--- config.mk ---
export PLATFORM = sky130hd
export DESIGN_NAME = alu_addsub_stage
export DESIGN_NICKNAME = d
export VERILOG_FILES = /design/src/rtl/alu_pkg.sv /design/src/rtl/BK_Adder_32.sv /design/src/rtl/alu_addsub_stage.sv
export SDC_FILE = /design/constraint.sdc
export NUM_CORES = 1
export LEC_CHECK = 0
export BUFFER_PORTS_ARGS = -buffer_cell sky130_fd_sc_hd__buf_2
export CELL_PAD_IN_SITES_DETAIL_PLACEMENT = 1
export CELL_PAD_IN_SITES_GLOBAL_PLACEMENT = 1
export CORE_UTILIZATION = 40
export DETAILED_ROUTE_END_ITERATION = 8
export GPL_ROUTABILITY_DRIVEN = 0
export PLACE_DENSITY = 0.89
export SYNTH_ARGS = -nofsm -noshare
export SYNTH_HDL_FRONTEND = slang
export SYNTH_SLANG_ARGS = --single-unit
--- constraint.sdc ---
create_clock -name clk -period 6.6 [get_ports clk]
set_input_delay 1.98 -clock clk [delete_from_list [all_inputs] [get_ports clk]]
set_output_delay 1.98 -clock clk [all_outputs]
set_load 0.1 [all_outputs]
--- src/rtl/alu_pkg.sv ---
// Shared encodings for the add/subtract ALU stage: op codes, FSM states and result payload.
package alu_pkg;

    localparam int unsigned DATA_W = 32;
    localparam int unsigned FLAG_W = 4;

    typedef enum logic [1:0] {
        OP_ADD  = 2'b00,
        OP_SUB  = 2'b01,
        OP_SLT  = 2'b10,
        OP_SLTU = 2'b11
    } op_e;

    typedef enum logic [1:0] {
        ST_IDLE = 2'b00,
        ST_BUSY = 2'b01,
        ST_FULL = 2'b10
    } state_e;

    typedef struct packed {
        logic [DATA_W-1:0] result;
        logic [FLAG_W-1:0] flags;   // {N,Z,C,V}
    } res_t;

    function automatic logic [FLAG_W-1:0] pack_flags(input logic n, input logic z,
                                                     input logic c, input logic v);
        return {n, z, c, v};
    endfunction

endpackage

--- src/rtl/BK_Adder_32.sv ---
// 32-bit Brent-Kung parallel-prefix adder with carry-in and carry-out.
module BK_Adder_32 (
    input  logic [31:0] a,
    input  logic [31:0] b,
    input  logic        cin,
    output logic [31:0] sum,
    output logic        cout
);

    localparam int unsigned W      = 32;
    localparam int unsigned LEVELS = 5;

    logic [W-1:0] gen;
    logic [W-1:0] prop;
    logic [W-1:0] grp_g;
    logic [W-1:0] grp_p;
    logic [W:0]   carry;

    // Up-sweep builds power-of-two spans, down-sweep fills in the remaining prefixes.
    always_comb begin
        gen   = a & b;
        prop  = a ^ b;
        grp_g = gen;
        grp_p = prop;
        for (int d = 0; d < int'(LEVELS); d++) begin
            for (int i = 0; i < int'(W); i++) begin
                if (((i + 1) % (2 << d)) == 0) begin
                    grp_g[i] = grp_g[i] | (grp_p[i] & grp_g[i - (1 << d)]);
                    grp_p[i] = grp_p[i] & grp_p[i - (1 << d)];
                end
            end
        end
        for (int d = int'(LEVELS) - 2; d >= 0; d--) begin
            for (int i = 0; i < int'(W); i++) begin
                if ((i >= (3 << d) - 1) && (((i + 1 - (1 << d)) % (2 << d)) == 0)) begin
                    grp_g[i] = grp_g[i] | (grp_p[i] & grp_g[i - (1 << d)]);
                    grp_p[i] = grp_p[i] & grp_p[i - (1 << d)];
                end
            end
        end
        carry[0] = cin;
        for (int i = 0; i < int'(W); i++) begin
            carry[i + 1] = grp_g[i] | (grp_p[i] & cin);
        end
        sum  = prop ^ carry[W-1:0];
        cout = carry[W];
    end

endmodule

--- src/rtl/alu_addsub_stage.sv ---
// Single-cycle ADD/SUB/SLT/SLTU pipeline stage with a one-entry skid buffer for backpressure.
module alu_addsub_stage
    import alu_pkg::*;
#(
    parameter int unsigned TAG_W = 5
) (
    input  logic             clk,
    input  logic             rst,
    input  logic             in_valid,
    output logic             in_ready,
    input  logic [1:0]       in_op,
    input  logic [31:0]      in_a,
    input  logic [31:0]      in_b,
    input  logic [TAG_W-1:0] in_tag,
    output logic             out_valid,
    input  logic             out_ready,
    output logic [31:0]      out_result,
    output logic [3:0]       out_flags,
    output logic [TAG_W-1:0] out_tag
);

    state_e           state_q;
    state_e           state_d;
    res_t             out_q;
    res_t             skid_q;
    logic [TAG_W-1:0] out_tag_q;
    logic [TAG_W-1:0] skid_tag_q;

    logic             sub;
    logic [31:0]      b_eff;
    logic [31:0]      sum;
    logic             cout;
    logic             flag_n;
    logic             flag_z;
    logic             flag_v;
    res_t             new_res;
    op_e              op;

    logic             in_xfer;
    logic             out_xfer;
    logic             load_out;
    logic             load_skid;
    logic             move_skid;

    assign op    = op_e'(in_op);
    assign sub   = (op != OP_ADD);
    assign b_eff = sub ? ~in_b : in_b;

    BK_Adder_32 u_adder (
        .a    (in_a),
        .b    (b_eff),
        .cin  (sub),
        .sum  (sum),
        .cout (cout)
    );

    // Flags always come from the raw adder sum; SLT/SLTU only change the result word.
    always_comb begin
        flag_n = sum[31];
        flag_z = (sum == 32'd0);
        if (sub) begin
            flag_v = (in_a[31] != in_b[31]) & (sum[31] != in_a[31]);
        end else begin
            flag_v = (in_a[31] == in_b[31]) & (sum[31] != in_a[31]);
        end
        new_res.flags = pack_flags(flag_n, flag_z, cout, flag_v);
        case (op)
            OP_SLT:  new_res.result = {31'd0, flag_n ^ flag_v};
            OP_SLTU: new_res.result = {31'd0, ~cout};
            default: new_res.result = sum;
        endcase
    end

    // Ready depends only on registered state and reset, never on out_ready.
    assign in_ready  = (state_q != ST_FULL) & ~rst;
    assign out_valid = (state_q != ST_IDLE);
    assign in_xfer   = in_valid & in_ready;
    assign out_xfer  = out_valid & out_ready;

    always_comb begin
        state_d   = state_q;
        load_out  = 1'b0;
        load_skid = 1'b0;
        move_skid = 1'b0;
        case (state_q)
            ST_IDLE: begin
                if (in_xfer) begin
                    state_d  = ST_BUSY;
                    load_out = 1'b1;
                end
            end
            ST_BUSY: begin
                case ({in_xfer, out_xfer})
                    2'b11:   load_out = 1'b1;
                    2'b10: begin
                        state_d   = ST_FULL;
                        load_skid = 1'b1;
                    end
                    2'b01:   state_d = ST_IDLE;
                    default: state_d = ST_BUSY;
                endcase
            end
            ST_FULL: begin
                if (out_xfer) begin
                    state_d   = ST_BUSY;
                    move_skid = 1'b1;
                end
            end
            default: state_d = ST_IDLE;
        endcase
    end

    always_ff @(posedge clk) begin
        if (rst) begin
            state_q    <= ST_IDLE;
            out_q      <= '0;
            out_tag_q  <= '0;
            skid_q     <= '0;
            skid_tag_q <= '0;
        end else begin
            state_q <= state_d;
            if (load_out) begin
                out_q     <= new_res;
                out_tag_q <= in_tag;
            end else if (move_skid) begin
                out_q     <= skid_q;
                out_tag_q <= skid_tag_q;
            end
            if (load_skid) begin
                skid_q     <= new_res;
                skid_tag_q <= in_tag;
            end
        end
    end

    assign out_result = out_q.result;
    assign out_flags  = out_q.flags;
    assign out_tag    = out_tag_q;

endmodule

==> results_dict.tcl <==
set metrics [dict create \
    asyncSetResetFlopFracSynth_pct 0 \
    power_frac_seq_pct 33.0 \
    drcViolationCount 2 \
    syn-instance-count 725 \
    design.die.area_um2 14600 \
    ys_warn_count 0 \
    antenna_cells 0 \
    swShare_pct 40.4 \
    power_dens_cells_nw_per_um2 249 \
    num_io_pins 118 \
    cts.sink_count 84 \
    clock_latency_ns 0.34 \
    finalMaxSlewViolations 0 \
    core.rowCount 43 \
    max_slew.worst_pin.slew_ns 1.08 \
    period_share_pct 83.3 \
    power_report.internal_total_w 0.000986 \
    fin_tns_setup_ns 0 \
    die_height_um 121 \
    worstPathRequired_ns 6.79 \
    htree_levels 3 \
    routed-via-count 5711 \
    drtIter0Drc 464 \
    grt_start_max_net_pins 89 \
    clk_pin_slew_worst_paths_ns 0.06 \
    post-cts-setup-buffers 0 \
    number_of_inserted_filler_cells_in_the_final_layout 1763 \
    clockPowerShare_pct 27.9 \
    critical-path-max-stage-delay_ns 0.62 \
    postSynthNetCount 834 \
    net-switching-power_w 0.000669 \
    wl_um 17700 \
    cpMostUsedCell "sky130_fd_sc_hd__a21o_1" \
    routed_via_density 5.68 \
    core_region_area_um2 13800 \
    io_buffers 117 \
    finalCriticalPeriod_ns 5.50 \
    finalHoldViolations 0 \
    cts_resized 0 \
    finalWorstSetupSlack_ns 1.10 \
    cts_buffers 9 \
    dr.pass1.iters 8 \
    achievable-frequency_ghz 0.182 \
    cp_cell_sequence "buf_2 > nor2_4 > buf_4 > xnor2_1 > ha_1 > a21o_1 > a21o_1 > a21o_1 > a21oi_1 > o21ai_0 > nor4_2 > o22ai_2 > a211oi_2 > o22ai_1" \
    synthesis.area_per_instance_um2 7.79 \
    timing.max_slew.rel_slack_pct 27.8 \
    place_worst_setup_slack_ns 0.755 \
    cp_data_arrival_time_ns 5.68 \
    criticalPathCategory "in -> reg" \
    cts_tree "built" \
    p_leak_nw 2.67 \
    globalRoute.totalOverflow 0 \
    synthesis.area_um2 5650 \
    critical_path.startpoint_type "input port" \
    finalNetCount 929 \
    postRouteAntennaNets 0 \
    antenna_violations_before_repair 0 \
    cts-root-to-sink-buffers 2 \
    power.ir.vdd_worst_mv 0.125 \
    grtUsageTotal_pct 24.3 \
    post_layout_instance_count_excluding_filler_cells 1005 \
    outcome "complete, but fails checks" \
    post-dp-hpwl_um 13300 \
    timing.max_cap.violations 0 \
    grt_setup_unrepaired "false" \
    grt_first_pass_wirelength_um 28100 \
    wl_per_cell_um 17.6 \
    critPathSlowestCell "sky130_fd_sc_hd__nor2_4" \
    synthToLayoutAreaGrowth_pct 17.7 \
    setup_violations 0 \
    library_cells_used_by_synthesis 76 \
    failed_checks "DRC" \
    hold_path.class "reg -> reg" \
    comb_power_share_pct 39.2 \
    ctsHoldBuffers 0 \
    yosys_register_bits 84 \
    clock_tree.root_cell "sky130_fd_sc_hd__clkbuf_16" \
    synth_top_flop_cell "sky130_fd_sc_hd__dfxtp_1" \
    synth-seq-area-share_pct 29.8 \
    die_w_um 121 \
    layout.area.seq_um2 1680 \
    peak_fanout_along_the_critical_path 21 \
    critPathCaptureType "flip-flop" \
    start_util_pct 40.8 \
    rrSetupSlack_ns 3.77 \
    power.total_w 0.00166 \
    grt_pass1_vias 5526 \
    synth_edf_count 0 \
    layout-drive-gt1-share_pct 20.6 \
    post_place_cells 989 \
    multiInputGateArea_um2 3760 \
    clock_skew_ns 0.0110 \
]
-- synthesized netlist by cell type (all sizes together) (3+ instances only) --
cell / instances / share of area, %
a21boi: 3 / 0.40
dfxtp: 84 / 30
a22oi: 15 / 2.0
nand3: 14 / 1.3
a222oi: 7 / 1.2
and3: 12 / 1.3
ha: 34 / 7.5
a221oi: 4 / 0.93
a21o: 8 / 1.1
or2: 5 / 0.55
nand4: 7 / 0.78
o22ai: 3 / 0.44
o21ai: 20 / 1.8
o21a: 9 / 1.2
a311oi: 19 / 2.9
nor4: 4 / 0.66
nand2b: 6 / 0.66
mux2i: 6 / 1.1
a211oi: 10 / 1.8
clkbuf: 37 / 2.5
and2: 8 / 0.89
nor3: 14 / 1.3
inv: 15 / 1.0
o211ai: 6 / 0.80
buf: 5 / 0.35
nand2: 131 / 8.8
xnor2: 46 / 7.1
or3: 12 / 1.3
a21oi: 57 / 5.2
xor2: 8 / 1.2
nor2: 82 / 5.6
-- path summary, 6_finish.rpt --
| path | end | startpoint | cells past startpoint |
|---|---|---|---|
| setup / recovery | out_result[0]$_SDFFE_PP0P_ | in_op[1] | 14 |
| setup reg to reg | skid_q[35]$_SDFFE_PP0P_ | state_q[0]$_SDFFE_PP0P_ | 10 |
| hold reg to reg | skid_q[33]$_SDFFE_PP0P_ | skid_q[33]$_SDFFE_PP0P_ | 2 |
| hold / removal | skid_q[33]$_SDFFE_PP0P_ | skid_q[33]$_SDFFE_PP0P_ | 2 |
-- flip-flops by register name, indices dropped and copies added (netlist names) --
name        flops
state_q         2
skid_tag_q      5
skid_q         36
out_flags       4
out_result     32
out_tag         5
-- routing by layer --
| metal | track usage, % | wire, um | vias to the layer above |
|---|---|---|---|
| met2 | 41.8 | 8540 | 161 |
| met1 | 31.8 | 8010 | 2753 |
| li1 | - | - | 2776 |
| met3 | 2.64 | 737 | 21 |
| met5 | 0 | 0 | - |
| met4 | 7.64 | 379 | 0 |
-- critical path: cells and delay by family --
family	cells	cell delay, ns
AO/OA/AOI/OAI	8	1.70
XOR/XNOR	1	0.13
adder cells (fa/ha/maj)	1	0.29
buffers and inverters	2	0.53
AND/OR/NAND/NOR	2	1.05
-- kinds of logic (layout without fill, tap and decap cells) --
family                     Yosys count  after routing  synth area share, %
and+or+nand+nor                    302            302                 24.2
buffers and inverters               57            157                 3.81
adders and majority gates           34             34                 7.54
muxes                                6              6                 1.06
xor gates and xnor gates            54             54                 8.38
AOI/OAI and AO/OA                  188            188                 25.2
DFF                                 84             84                 29.8
-- layout by cell type, fill, tap and decap left out, types with 3 or more instances in the layout --
cell	instances
sky130_fd_sc_hd__a22oi_1	15
sky130_fd_sc_hd__nor2_1	79
sky130_fd_sc_hd__and3_1	12
sky130_fd_sc_hd__nand4_1	7
sky130_fd_sc_hd__clkbuf_16	9
sky130_fd_sc_hd__buf_4	9
sky130_fd_sc_hd__o21ai_0	16
sky130_fd_sc_hd__xor2_1	8
sky130_fd_sc_hd__mux2i_1	6
sky130_fd_sc_hd__or2_2	4
sky130_fd_sc_hd__a21o_1	7
sky130_fd_sc_hd__o211ai_1	6
sky130_fd_sc_hd__buf_2	117
sky130_fd_sc_hd__clkinv_4	3
sky130_fd_sc_hd__or3_1	12
sky130_fd_sc_hd__nor3_1	13
sky130_fd_sc_hd__nand3_1	13
sky130_fd_sc_hd__ha_1	34
sky130_fd_sc_hd__o21a_1	9
sky130_fd_sc_hd__a211oi_2	3
sky130_fd_sc_hd__a21oi_1	55
sky130_fd_sc_hd__a211oi_1	6
sky130_fd_sc_hd__a221oi_1	3
sky130_fd_sc_hd__a311oi_1	19
sky130_fd_sc_hd__inv_1	15
sky130_fd_sc_hd__o21ai_1	4
sky130_fd_sc_hd__dfxtp_1	84
sky130_fd_sc_hd__a222oi_1	7
sky130_fd_sc_hd__nand2b_1	6
sky130_fd_sc_hd__and2_1	8
sky130_fd_sc_hd__nand2_1	130
sky130_fd_sc_hd__xnor2_1	46
-- cell type report --
class	instances	share of cell area [%]
Multi-Input combinational cell	584	56.5
Sequential cell	84	25.3
Timing Repair Buffer	126	9.83
Clock buffer	11	3.50
Tap cell	180	3.39
Inverter	15	0.847
Clock inverter	5	0.584
-- power by group through the flow --
stage          Combinational (W)  Sequential (W)  Clock, W
2_1_floorplan           0.000356        0.000679         0
3_3_place_gp            0.000626        0.000556         0
3_5_place_dp            0.000641        0.000557         0
4_1_cts                 0.000644        0.000546  0.000467
5_1_grt                 0.000693        0.000548  0.000490
6_report                0.000648        0.000546  0.000461
-- through the flow --
step | util [%] | area (um^2) | hold WS, ns
after CTS | 48.1 | 6640 | 0.455
after detailed placement | 46.1 | 6370 | 0.447
after global placement | 46.1 | 6370 | 0.443
final | 48.1 | 6640 | 0.460
after floorplan | - | 5650 | 0.437
after global routing | 48.1 | 6640 | 0.480
Power figures use the tool's default switching activity.
